## config.mk

```make
export PLATFORM = sky130hd
export DESIGN_NAME = startup_sequencer
export DESIGN_NICKNAME = d
export VERILOG_FILES = /design/src/rtl/startup_sequencer.sv
export SDC_FILE = /design/constraint.sdc
export NUM_CORES = 1
export LEC_CHECK = 0
export BUFFER_PORTS_ARGS = -buffer_cell sky130_fd_sc_hd__buf_2
export CORE_MARGIN = 10
export CORE_UTILIZATION = 58
export DETAILED_ROUTE_END_ITERATION = 10
export MAX_ROUTING_LAYER = met4
export PLACE_DENSITY = 0.82
export SLEW_MARGIN = 20
export SYNTH_ARGS = -nofsm -noshare
export SYNTH_HDL_FRONTEND = slang
export SYNTH_SLANG_ARGS = --single-unit
```

## constraint.sdc

```tcl
create_clock -name CLK -period 2.05 [get_ports CLK]
set_input_delay 0.41 -clock CLK [delete_from_list [all_inputs] [get_ports CLK]]
set_output_delay 0.41 -clock CLK [all_outputs]
set_load 0.03 [all_outputs]
```

## src/rtl/startup_sequencer.sv

```systemverilog
// Startup sequencer: waits for a stable synchronized PLL lock plus a user request,
// settles, then emits STARTCLK pulses that release GWE and GSR_N before reporting DONE.
module startup_sequencer #(
    parameter int SETTLE_CYCLES  = 1024,
    parameter int DIV            = 4,
    parameter int START_PULSES   = 8,
    parameter bit RELOCK_RESTART = 1'b1
) (
    input  logic       CLK,
    input  logic       RST,
    input  logic       LOCK,
    input  logic       USRSTART,
    output logic       STARTCLK,
    output logic       GWE,
    output logic       GSR_N,
    output logic       DONE,
    output logic [1:0] STATE
);
    localparam int SW = $clog2(SETTLE_CYCLES + 1);
    localparam int DW = $clog2(DIV + 1);
    localparam int PW = $clog2(START_PULSES + 1);
    localparam logic [SW-1:0] SETTLE_LAST = SW'(SETTLE_CYCLES - 1);
    localparam logic [DW-1:0] DIV_LAST    = DW'(DIV - 1);
    localparam logic [PW-1:0] GWE_PRE     = PW'(START_PULSES - 2);
    localparam logic [PW-1:0] GSR_PRE     = PW'(START_PULSES - 1);
    localparam logic [PW-1:0] PULSES_ALL  = PW'(START_PULSES);

    typedef enum logic [1:0] {
        S_WAIT_LOCK = 2'd0,
        S_SETTLE    = 2'd1,
        S_CLKGEN    = 2'd2,
        S_DONE      = 2'd3
    } state_t;

    state_t        r_state;
    logic          r_lock_m;
    logic          r_lock_s;
    logic [SW-1:0] r_settle_cnt;
    logic [DW-1:0] r_div_cnt;
    logic [PW-1:0] r_pulse_cnt;
    logic          r_startclk;
    logic          r_gwe;
    logic          r_gsr_n;
    logic          r_done;

    // LOCK comes from the PLL domain; two flops before the FSM may look at it.
    always_ff @(posedge CLK) begin
        if (RST) begin
            r_lock_m <= 1'b0;
            r_lock_s <= 1'b0;
        end else begin
            r_lock_m <= LOCK;
            r_lock_s <= r_lock_m;
        end
    end

    always_ff @(posedge CLK) begin
        if (RST) begin
            r_state      <= S_WAIT_LOCK;
            r_settle_cnt <= '0;
            r_div_cnt    <= '0;
            r_pulse_cnt  <= '0;
            r_startclk   <= 1'b0;
            r_gwe        <= 1'b0;
            r_gsr_n      <= 1'b0;
            r_done       <= 1'b0;
        end else begin
            case (r_state)
                S_WAIT_LOCK: begin
                    r_settle_cnt <= '0;
                    r_div_cnt    <= '0;
                    r_pulse_cnt  <= '0;
                    if (r_lock_s && USRSTART) begin
                        r_state <= S_SETTLE;
                    end
                end
                S_SETTLE: begin
                    if (!r_lock_s) begin
                        r_state      <= S_WAIT_LOCK;
                        r_settle_cnt <= '0;
                    end else if (r_settle_cnt == SETTLE_LAST) begin
                        r_state      <= S_CLKGEN;
                        r_settle_cnt <= '0;
                        r_div_cnt    <= '0;
                        r_pulse_cnt  <= '0;
                    end else begin
                        r_settle_cnt <= r_settle_cnt + 1'b1;
                    end
                end
                S_CLKGEN: begin
                    // Abort is checked first so it wins over the final DONE step.
                    if (!r_lock_s) begin
                        r_state     <= S_WAIT_LOCK;
                        r_div_cnt   <= '0;
                        r_pulse_cnt <= '0;
                        r_startclk  <= 1'b0;
                        r_gwe       <= 1'b0;
                        r_gsr_n     <= 1'b0;
                    end else if (r_div_cnt != DIV_LAST) begin
                        r_div_cnt <= r_div_cnt + 1'b1;
                    end else begin
                        r_div_cnt <= '0;
                        if (r_startclk) begin
                            r_startclk <= 1'b0;
                            if (r_pulse_cnt == PULSES_ALL) begin
                                r_state <= S_DONE;
                                r_done  <= 1'b1;
                            end
                        end else begin
                            r_startclk  <= 1'b1;
                            r_pulse_cnt <= r_pulse_cnt + 1'b1;
                            if (r_pulse_cnt == GWE_PRE) r_gwe <= 1'b1;
                            if (r_pulse_cnt == GSR_PRE) r_gsr_n <= 1'b1;
                        end
                    end
                end
                S_DONE: begin
                    if (!r_lock_s && RELOCK_RESTART) begin
                        r_state <= S_WAIT_LOCK;
                        r_gwe   <= 1'b0;
                        r_gsr_n <= 1'b0;
                        r_done  <= 1'b0;
                    end
                end
                default: r_state <= S_WAIT_LOCK;
            endcase
        end
    end

    assign STARTCLK = r_startclk;
    assign GWE      = r_gwe;
    assign GSR_N    = r_gsr_n;
    assign DONE     = r_done;
    assign STATE    = r_state;
endmodule

```

* Yosys cells after proc, flatten, opt, wreduce, memory -nomap -nowiden
Cells that the tools add are included.
** Word-level totals
- Bits in registers :: 26
- Bits in latches :: 0
- Memory bits (writable) :: 0
- Memory bits (read-only) :: 0
- Memories kept :: 0
** Cells by class
- $add $sub $neg :: 3
- $mul :: 0
- Divide/modulo/power cells :: 0
- $lt $le $gt $ge :: 0
- Equal/unequal tests :: 24
- Shift operators :: 0
- Multiplexer cells :: 42
- Bitwise logic cells :: 0
- Reduce and logical (&&, ||, !) cells :: 12
** Operator list (number)
- $mux W11 :: 2
- $pmux W11 S2 :: 1
- $ne A3 B3 Y1 const B :: 7
- $mux W4 :: 5
- $ne A2 B2 Y1 const B :: 9
- $mux W1 :: 16
- $mux W2 :: 8
- $reduce_and A5 Y1 :: 3
- $mux W3 :: 4
- $pmux W4 S3 :: 1
- $reduce_and A6 Y1 :: 2
- $add A11 B1 Y11 const B :: 1
- $eq A11 B10 Y1 const B :: 1
- $pmux W3 S3 :: 1
- $eq A4 B3 Y1 const B :: 2
- $pmux W2 S4 :: 1
- $pmux W1 S2 :: 3
- $add A4 B1 Y4 const B :: 1
- $eq A2 B2 Y1 const B :: 2
- $eq A4 B4 Y1 const B :: 1
- $reduce_bool A2 Y1 :: 2
- $add A3 B1 Y3 const B :: 1
- $ne A3 B2 Y1 const B :: 1
- $reduce_and A3 Y1 :: 1
- 5 further kinds :: 5

* Logic depth before layout (Yosys ltp)
Gate-level depths: netlist of run 1.
- Depth after elaboration :: 6
- Mapped depth :: 6
- Mapped depth without buffers :: 6

* Worst setup path after synthesis of run 1
OpenSTA, ideal clock, no wires.
- Path kind :: reg-to-reg
- From :: register r_div_cnt[0]
- To :: register r_pulse_cnt[3]
- Arrival time :: 1546 ps
- Data required time :: 1955 ps
- Path slack :: 409 ps
- Stages on the path, launching flop included :: 6
- Buffers on the path :: 0
- Period minus slack after synthesis :: 1641 ps
- Cell sequence :: dfxtp_1 ha_1 or3b_4 nand2b_4 or4_1 o311ai_1
** Between the ends
- Cells in the longest elaborated chain, start to end :: 3
** Ends and longest elaborated chain
- start, declared :: line 39 : logic [DW-1:0] r_div_cnt;
- start signal, assigned :: line 100 : r_div_cnt <= r_div_cnt + 1'b1;
- $ne A3 B2 Y1 :: line 99 : end else if (r_div_cnt != DIV_LAST) begin
- $ne A3 B3 Y1 (no source line)
- $reduce_and A5 Y1 (no source line)
- end signal, assigned :: line 111 : r_pulse_cnt <= r_pulse_cnt + 1'b1;
- end, declared :: line 40 : logic [PW-1:0] r_pulse_cnt;
No other way between the ends.
A chain may end at the register's enable or synchronous reset.

* Final worst setup path of run 1
Ends and elaborated chain as after synthesis.

==> run_results.csv, run 1 <==
group,metric,value,unit
status,status,"completed",
cells_and_area,drive_gt1_frac,0.125,
worst_setup_path,rrSetupSlack,0.26,ns
clock_tree,ctsHoldBuffers,0,
floorplan,start_util,0.611,
synthesis,synthesis.nets,163,
worst_setup_path,path_cells,"ha_1 -> or3b_4 -> nand2b_4 -> or4_1 -> o311ai_1",
timing,drv_slew,0,
worst_setup_path,cp-end-kind,"flop",
timing,maxSlewHeadroom,0.651,
synthesis,ys_ff_latch,26,
worst_setup_path,path_max_fanout,4,
worst_setup_path,reg2reg_from,"r_div_cnt[0]",
worst_setup_path,critPathKind,"reg -> reg",
route,vias,1208,
clock_tree,clk_pin_slew,0.14,ns
worst_setup_path,r2r-end,"r_pulse_cnt[3]",
clock_tree,post_cts_buffers,0,
cells_and_area,nets,170,
clock_tree,clk_latency,0.33,ns
floorplan,core_area,0.00223,sq mm
route,first_pass_iters,4,
cells_and_area,n_antenna_cell,0,
floorplan,die_h,68.5,microns
place,io_buffers,9,
power,p_clk_frac,0.274,
timing,setup_viol,0,
synthesis,ys_top_cells_by_count,"26 x dfxtp_1, 17 x nor2_1, 9 x a21oi_1",
route,viasPerCell,6.43,
floorplan,floorplan.die_area,0.00469,sq mm
clock_tree,cts_tree,"yes",
timing,clock.fmax,560,MHz
timing,period_share,0.871,
route,route.antenna.remaining_nets,0,
synthesis,avgSynthCellArea,8.86,sq um
place,place_ws,0.326,ns
place,placed_area,0.00142,sq mm
synthesis,syn_inst,154,
global_route,grt-ovfl-total,0,
synthesis,synthArstFlopShare,0,
clock_tree,cts_resized,0,
worst_setup_path,cp_slowest_cell,"or4_1",
power,powerDensity,656,mW/mm^2
clock_tree,root_buffer,"clkbuf_4",
power,p_sw_frac,0.285,
synthesis,netlist.area_leader.share,0.381,
floorplan,die_w,68.5,microns
synthesis,post-synth-top-count-cell,"dfxtp_1",
timing,fin_crit,1.79,ns
floorplan,io_pins,10,
place,hpwl,2090,microns
route,post_drt_wl_per_cell,15.8,microns
worst_setup_path,max_stage_delay,0.49,ns
worst_hold_path,hold_class,"in -> reg",
route,drtIter0Drc,86,
global_route,antenna_found_initial,0,
worst_setup_path,worst_ep_required_time,2.30,ns
worst_setup_path,start_kind,"flop",
timing,rsz0062_at_grt,"false",
cells_and_area,final_cell_area,0.00145,sq mm
global_route,grt_usage,0.143,
power,peakVddDrop,0.403,mV
worst_setup_path,worst-r2r-cell-count,5,
place,gp_congestion,0.869,
worst_hold_path,hold_path_startpoint,"LOCK",
global_route,grt_pass1_wl,5130,microns
synthesis,yosysTopAreaCell,"dfxtp_1",
synthesis,synth-edff-count,0,
clock_tree,cts_sinks,26,
power,p_switching,271,uW
global_route,grt_pass1_vias,1090,
global_route,grt_max_degree,27,
timing,setup_ws,0.264,ns
power,intPower,682,uW
synthesis,ys_seq_area_frac,0.381,
route,drc,0,
synthesis,synth_ff_type,"dfxtp_1",
synthesis,yosysWarnings,0,
power,p_leak,0.570,nW
timing,worst_pin_slew,0.522,ns
cells_and_area,synthToLayoutAreaGrowth,6.51,%
clock_tree,ctsLongestPathBuffers,2,
synthesis,synth_area,0.00137,sq mm
timing,setup_tns,0,ns
floorplan,num_rows,17,
clock_tree,h-tree-depth,1,
worst_hold_path,hold_path_depth,2,
synthesis,yosys-top-cells-area,"dfxtp_1 38%, nor2_1 4.7%, ha_1 4.6%",
worst_setup_path,cp.arrival,2.04,ns
power,seqPwrFrac,0.580,
synthesis,synth.distinct_cells,49,
power,comb_power_share,0.146,
timing,finalClockSkew,0.00901,ns
job,maxCapViolCount,0,
clock_tree,numCtsBuffers,3,
route,drt_wl_total,2970,microns
worst_hold_path,min_to,"r_lock_m",
timing,hold_viol_final,0,
[placed cells by master (no fill, tap or decap), types with 2 or more instances in the layout]
master,Yosys,routed
ha_1,5,5
dfxtp_1,26,26
a21oi_1,9,9
a41oi_1,2,2
clkbuf_4,0,3
nand3b_1,2,2
a211oi_1,3,3
nor2_1,17,17
xnor2_1,2,2
o31ai_1,2,2
nor3b_1,4,4
or3_1,4,4
buf_2,4,9
mux2i_1,4,4
nand4_1,2,2
nor2b_1,3,3
a211o_1,2,2
inv_1,7,7
o21ai_0,2,2
a31oi_1,5,5
and4b_1,3,3
nand2_1,5,5
nand2b_1,2,2
nand3_1,6,6
and3_1,3,3
xor2_1,3,3
[metal layers]
layer | wire length, microns | track usage | up-vias | part of all wire
met3 | 225 | 0.0435 | 7 | 0.076
met1 | 1300 | 0.171 | 566 | 0.44
li1 | - | - | 579 | -
met4 | 67 | 0.0804 | 0 | 0.023
met2 | 1380 | 0.210 | 56 | 0.46
met5 | 0 | - | - | 0
[power groups by stage]
stage	clock (mW)	combinational, mW	sequential (mW)
after floorplan	0	0.110	0.553
after CTS	0.267	0.139	0.551
after global routing	0.289	0.150	0.560
after global placement	0	0.136	0.560
after detailed placement	0	0.138	0.562
final	0.261	0.139	0.553
[area by class of cell]
type	count	area, sq um
sequential	26	520
tap	28	35.0
clock buffer	4	36.3
timing repair buffer	10	52.6
fill	197	779
inverter	7	26.3
multi-input combinational	113	783
[how the worst max path moves through the flow]
stage	from	slack [ns]	endpoint
final	r_div_cnt[0]	0.26	r_pulse_cnt[3]
after global routing	STATE[0]	0.12	r_settle_cnt[7]
after CTS	r_div_cnt[0]	0.29	r_pulse_cnt[3]
after detailed placement	r_div_cnt[0]	0.33	r_pulse_cnt[3]
after global placement	r_div_cnt[0]	0.37	r_pulse_cnt[1]
after floorplan	r_div_cnt[0]	0.41	r_pulse_cnt[3]
[cells by family (layout without fill, tap and decap cells)]
| family | after synthesis | count (layout) | share of synthesized area |
|---|---|---|---|
| flops | 26 | 26 | 0.381 |
| simple gates | 62 | 62 | 0.277 |
| fa+ha+maj | 5 | 5 | 0.0458 |
| xor+xnor | 5 | 5 | 0.0321 |
| compound gates | 37 | 37 | 0.190 |
| buf+inv | 15 | 21 | 0.0449 |
| mux | 4 | 4 | 0.0293 |
[stage by stage]
step                cells  hold WS (ns)  total power, mW  utilization
finish                188         0.274            0.953        0.651
global placement      184         0.424            0.697        0.635
detailed placement    184         0.422            0.701        0.635
global route          188         0.279            0.998        0.651
floorplan             154         0.414            0.664            -
CTS                   188         0.273            0.957        0.651
[sequential cells by signal, summed over array words and instances (netlist names)]
signal        cells
r_settle_cnt     11
r_pulse_cnt       4
r_div_cnt         3
STATE             2
DONE              1
GSR_N             1
GWE               1
STARTCLK          1
r_lock_m          1
r_lock_s          1
[worst max-delay path, delay by kind of cell (launching register included)]
family                   cells  cell delay, ns
adder cells (fa/ha/maj)      1            0.20
AND/OR/NAND/NOR              3            1.04
flip-flops                   1            0.38
AO/OA/AOI/OAI                1            0.09
(Power assumes the default switching activity.)
==> run 2, diff against run 1 <==
--- a/config.mk
+++ b/config.mk
@@ -6,7 +6,6 @@
 export NUM_CORES = 1
 export LEC_CHECK = 0
 export BUFFER_PORTS_ARGS = -buffer_cell sky130_fd_sc_hd__buf_2
-export CORE_MARGIN = 10
 export CORE_UTILIZATION = 58
 export DETAILED_ROUTE_END_ITERATION = 10
 export MAX_ROUTING_LAYER = met4
==> run_results.csv, run 2 (synthesized netlist as in run 1, its figures left out) <==
group,metric,value,unit
status,status,"completed",
clock_tree,ctsHoldBuffers,0,
power,p_leak,0.577,nW
power,peakVddDrop,0.642,mV
clock_tree,cts_sinks,26,
cells_and_area,drive_gt1_frac,0.125,
global_route,grt_pass1_vias,989,
worst_setup_path,reg2reg_from,"r_div_cnt[0]",
power,p_sw_frac,0.261,
worst_setup_path,path_max_fanout,4,
timing,finalClockSkew,0.00334,ns
clock_tree,h-tree-depth,1,
route,drt_wl_total,2660,microns
cells_and_area,largest_register_ffs,11,
timing,maxSlewHeadroom,0.672,
cells_and_area,layout_commonest_cell,"dfxtp_1",
floorplan,floorplan.die_area,0.00255,sq mm
worst_hold_path,hold_path_startpoint,"LOCK",
power,seqPwrFrac,0.527,
timing,rsz0062_at_grt,"false",
route,first_pass_iters,4,
power,p_switching,272,uW
cells_and_area,n_antenna_cell,0,
worst_setup_path,start_kind,"flop",
worst_setup_path,critPathKind,"reg -> reg",
timing,worst_pin_slew,0.491,ns
global_route,grt_pass1_wl,4410,microns
route,post_drt_wl_per_cell,14.2,microns
timing,clock.fmax,551,MHz
clock_tree,post_cts_buffers,0,
timing,period_share,0.885,
power,intPower,771,uW
worst_setup_path,startpoint,"r_div_cnt[0]",
worst_hold_path,hold_path_depth,2,
route,drtIter0Drc,42,
worst_setup_path,r2r-end,"r_pulse_cnt[1]",
place,io_buffers,9,
floorplan,start_util,0.617,
cells_and_area,final_cell_mix,"26 x dfxtp_1, 17 x nor2_1, 9 x a21oi_1, 9 x buf_2, 7 x inv_1",
worst_setup_path,cp-end-kind,"flop",
worst_hold_path,min_to,"r_lock_m",
job,maxCapViolCount,0,
timing,drv_slew,0,
place,place_inst,184,
clock_tree,clk_pin_slew,0.14,ns
floorplan,die_h,50.5,microns
power,powerDensity,709,mW/mm^2
worst_setup_path,rrSetupSlack,0.24,ns
route,viasPerCell,6.16,
power,comb_power_share,0.137,
clock_tree,cts_resized,0,
cells_and_area,fin_util,0.665,
worst_hold_path,hold_class,"in -> reg",
cells_and_area,top_regs,"r_settle_cnt: 11 flops, r_pulse_cnt: 4 flops, r_div_cnt: 3 flops",
cells_and_area,largest_register,"r_settle_cnt",
clock_tree,clk_latency,0.32,ns
worst_setup_path,cp.arrival,2.08,ns
global_route,grt_max_degree,27,
route,route.antenna.remaining_nets,0,
floorplan,num_rows,17,
cells_and_area,nets,170,
clock_tree,ctsLongestPathBuffers,2,
timing,fin_crit,1.81,ns
clock_tree,cts_tree,"yes",
clock_tree,root_buffer,"clkbuf_4",
place,gp_congestion,0.833,
timing,setup_viol,0,
global_route,grt-ovfl-total,0,
global_route,grt_usage,0.235,
timing,whs,0.286,ns
floorplan,io_pins,10,
route,vias,1158,
cells_and_area,synthToLayoutAreaGrowth,7.70,%
timing,hold_viol_final,0,
timing,setup_tns,0,ns
worst_setup_path,worst_ep_required_time,2.32,ns
floorplan,die_w,50.5,microns
place,hpwl,1900,microns
worst_setup_path,worst-r2r-cell-count,5,
floorplan,core_area,0.00221,sq mm
cells_and_area,finalNonFillerCells,188,
clock_tree,numCtsBuffers,3,
route,drc,0,
power,p_clk_frac,0.336,
global_route,antenna_found_initial,0,
==> run 2: stage by stage <==
| step | cell area, sq um | worst slack [ns] | total power, mW |
|---|---|---|---|
| floorplan | 1370 | 0.409 | 0.664 |
| global placement | 1420 | 0.354 | 0.695 |
| detailed placement | 1420 | 0.250 | 0.701 |
| CTS | 1470 | 0.229 | 1.05 |
| global route | 1470 | 0.0610 | 1.09 |
| finish | 1470 | 0.235 | 1.04 |
==> run 2: metal layers <==
layer	part of all wire	global-route usage
met1	0.49	0.300
met2	0.46	0.371
met3	0.039	0.0636
met4	0.0064	0.0556
met5	0	-
==> run 2: cell type report <==
cell class	instances	area (sq um)
fill	182	742
clock buffer	3	22.5
clock inverter	1	30.0
inverter	7	26.3
multi-input combinational	113	783
timing repair buffer	10	52.6
tap	28	35.0
sequential	26	520
==> run 2: worst max path at each step <==
stage / to / slack (ns) / depth (start not counted)
2_1_floorplan: r_pulse_cnt[3] / 0.41 / 5
5_1_grt: r_pulse_cnt[1] / 0.06 / 5
3_3_place_gp: r_pulse_cnt[1] / 0.35 / 5
6_report: r_pulse_cnt[1] / 0.24 / 5
4_1_cts: r_pulse_cnt[1] / 0.23 / 5
3_5_place_dp: r_pulse_cnt[3] / 0.25 / 5
==> run 2: worst max-delay path, cell delays in order, from the launching register on <==
cell and delay (ns):
dfxtp_1 0.38, ha_1 0.20, or3b_4 0.40, a21oi_1 0.15, a2bb2oi_1 0.42, mux2i_1 0.22
==> run 2: power groups by stage <==
stage | Sequential [mW] | Clock [mW] | Combinational [mW]
2_1_floorplan | 0.553 | 0 | 0.110
3_3_place_gp | 0.558 | 0 | 0.136
3_5_place_dp | 0.559 | 0 | 0.141
4_1_cts | 0.549 | 0.362 | 0.142
5_1_grt | 0.553 | 0.378 | 0.155
6_report | 0.550 | 0.350 | 0.143
==> run 3, diff against run 2 <==
--- a/config.mk
+++ b/config.mk
@@ -5,7 +5,9 @@
 export SDC_FILE = /design/constraint.sdc
 export NUM_CORES = 1
 export LEC_CHECK = 0
+export ABC_AREA = 1
 export BUFFER_PORTS_ARGS = -buffer_cell sky130_fd_sc_hd__buf_2
+export CAP_MARGIN = 15
 export CORE_UTILIZATION = 58
 export DETAILED_ROUTE_END_ITERATION = 10
 export MAX_ROUTING_LAYER = met4
==> run_results.csv, run 3 <==
group,metric,value,unit
status,status,"completed",
worst_setup_path,cp-end-kind,"flop",
synthesis,synthesis.nets,222,
clock_tree,post_cts_buffers,0,
power,powerDensity,1160,mW/mm^2
worst_setup_path,max_stage_delay,0.40,ns
global_route,antenna_found_initial,0,
worst_setup_path,path_cells,"ha_1 -> nand2_1 -> nor2_1 -> nand3_1 -> nand2_1 -> nand2_1 -> nor2_2 -> nand2_1 -> nand2_1 -> nor2_1",
worst_hold_path,hold_class,"in -> reg",
clock_tree,ctsLongestPathBuffers,2,
worst_setup_path,cp.arrival,1.92,ns
global_route,grt_pass1_wl,5180,microns
timing,period_share,0.819,
global_route,grt_pass1_vias,1233,
route,drc,0,
floorplan,io_pins,10,
route,vias,1377,
global_route,grt_max_degree,18,
route,first_pass_iters,4,
timing,setup_tns,0,ns
worst_setup_path,path_max_fanout,4,
clock_tree,clk_pin_slew,0.15,ns
timing,rsz0062_at_grt,"false",
synthesis,synth_ff_type,"dfxtp_1",
synthesis,netlist.area_leader.share,0.362,
floorplan,num_rows,17,
worst_setup_path,start_kind,"flop",
synthesis,syn_inst,213,
floorplan,die_w,51.8,microns
clock_tree,ctsHoldBuffers,0,
route,route.antenna.remaining_nets,0,
cells_and_area,n_antenna_cell,0,
timing,fin_crit,1.68,ns
synthesis,ys_seq_area_frac,0.362,
clock_tree,cts_resized,0,
cells_and_area,final_cell_mix,"52 x nand2_1, 39 x nor2_1, 26 x dfxtp_1, 18 x inv_1, 15 x a21oi_1",
worst_setup_path,cp_slowest_cell,"dfxtp_1",
synthesis,synth-edff-count,0,
route,viasPerCell,5.49,
cells_and_area,largest_register,"r_settle_cnt",
clock_tree,cts_tree,"yes",
route,drt_wl_total,3010,microns
synthesis,synth_area,0.00144,sq mm
cells_and_area,fillCellCount,208,
worst_setup_path,crit_top_cell,"nand2_1",
timing,drv_slew,0,
synthesis,yosysWarnings,0,
timing,worst_pin_slew,0.327,ns
timing,maxSlewHeadroom,0.781,
place,gp_congestion,0.822,
timing,clock.fmax,595,MHz
floorplan,start_util,0.631,
route,drtIter0Drc,38,
power,p_leak,0.657,nW
cells_and_area,nets,233,
floorplan,floorplan.die_area,0.00268,sq mm
route,post_drt_wl_per_cell,12.0,microns
cells_and_area,top_regs,"r_settle_cnt: 11 flops, r_pulse_cnt: 4 flops, r_div_cnt: 3 flops",
synthesis,synth.distinct_cells,30,
job,maxCapViolCount,0,
synthesis,yosysTopAreaCell,"dfxtp_1",
power,peakVddDrop,0.815,mV
cells_and_area,fin_util,0.682,
cells_and_area,drive_gt1_frac,0.148,
synthesis,avgSynthCellArea,6.74,sq um
synthesis,synthArstFlopShare,0,
clock_tree,root_buffer,"clkbuf_4",
synthesis,yosys-top-cells-area,"dfxtp_1 36%, nand2_1 14%, nor2_1 10%",
place,hpwl,2280,microns
cells_and_area,synthToLayoutAreaGrowth,8.01,%
synthesis,ys_ff_latch,26,
clock_tree,clk_latency,0.33,ns
global_route,grt_usage,0.267,
worst_setup_path,critPathKind,"reg -> reg",
timing,finalClockSkew,0.00198,ns
floorplan,die_h,51.8,microns
clock_tree,numCtsBuffers,3,
synthesis,post-synth-top-count-cell,"nand2_1",
clock_tree,cts_sinks,26,
worst_setup_path,worst_ep_required_time,2.29,ns
clock_tree,h-tree-depth,1,
timing,setup_viol,0,
floorplan,core_area,0.00228,sq mm
worst_setup_path,rrSetupSlack,0.37,ns
cells_and_area,largest_register_ffs,11,
cells_and_area,layout_commonest_cell,"nand2_1",
timing,hold_viol_final,0,
global_route,grt-ovfl-total,0,
place,io_buffers,9,
synthesis,ys_top_cells_by_count,"52 x nand2_1, 39 x nor2_1, 26 x dfxtp_1",
## run 3: cell count changes in the layout (fill, tap and decap cells not counted), sizes merged, moves of 6 or more
cell	previous run	this run
a21oi	9	15
inv	7	22
nand2	5	57
nand3	7	14
nor2	17	44
nor3	0	7
## run 3: per-layer routing
layer	vias to the layer above	part of all wire	track usage
met5	-	0	-
met4	0	0.013	0.0676
met3	6	0.043	0.0380
met2	36	0.46	0.455
met1	637	0.48	0.333
li1	698	-	-
## run 3: path summary, 6_finish.rpt
path,from,to,cells after the start
max,r_settle_cnt[0],r_pulse_cnt[2],10
min,LOCK,r_lock_m,3
max reg2reg,r_settle_cnt[0],r_pulse_cnt[2],10
min reg2reg,r_lock_m,r_lock_s,2
## run 3: worst max-delay path: cells and delay by family (launching register included)
family	cells	cell delay (ns)
flip-flops	1	0.40
adder cells (fa/ha/maj)	1	0.19
AND/OR/NAND/NOR	9	1.00
## run 3: power by group
part / switching, mW / internal [mW]
clock: 0.163 / 0.198
sequential: 0.0993 / 0.580
combinational: 0.529 / 0.237
## run 3: layout make-up
type | instances | area [sq um] | share of cell area
inverters | 22 | 82.6 | 0.0532
flip-flops and latches | 26 | 520 | 0.335
well taps | 28 | 35.0 | 0.0226
clock buffers | 3 | 22.5 | 0.0145
clock inverters | 1 | 30.0 | 0.0194
multi-input cells | 161 | 808 | 0.521
repair buffers | 10 | 52.6 | 0.0339
## run 3: per-stage QoR
step / hold slack [ns] / total power, mW / area [sq um] / setup slack (ns) / cells
global placement: 0.393 / 1.40 / 1500 / 0.549 / 247
finish: 0.266 / 1.81 / 1550 / 0.370 / 251
floorplan: 0.388 / 1.29 / 1440 / 0.594 / 213
CTS: 0.268 / 1.80 / 1550 / 0.400 / 251
global route: 0.271 / 1.92 / 1550 / 0.222 / 251
detailed placement: 0.407 / 1.44 / 1500 / 0.436 / 247
## run 3: kinds of logic (layout without fill, tap and decap cells)
family,count (synthesis),count (layout),share of synthesized area
AO/OA/AOI/OAI,27,27,0.111
flip-flops,26,26,0.362
XOR/XNOR,3,3,0.0183
adder cells (fa/ha/maj),5,5,0.0436
AND/OR/NAND/NOR,126,126,0.390
buffers and inverters,26,36,0.0749
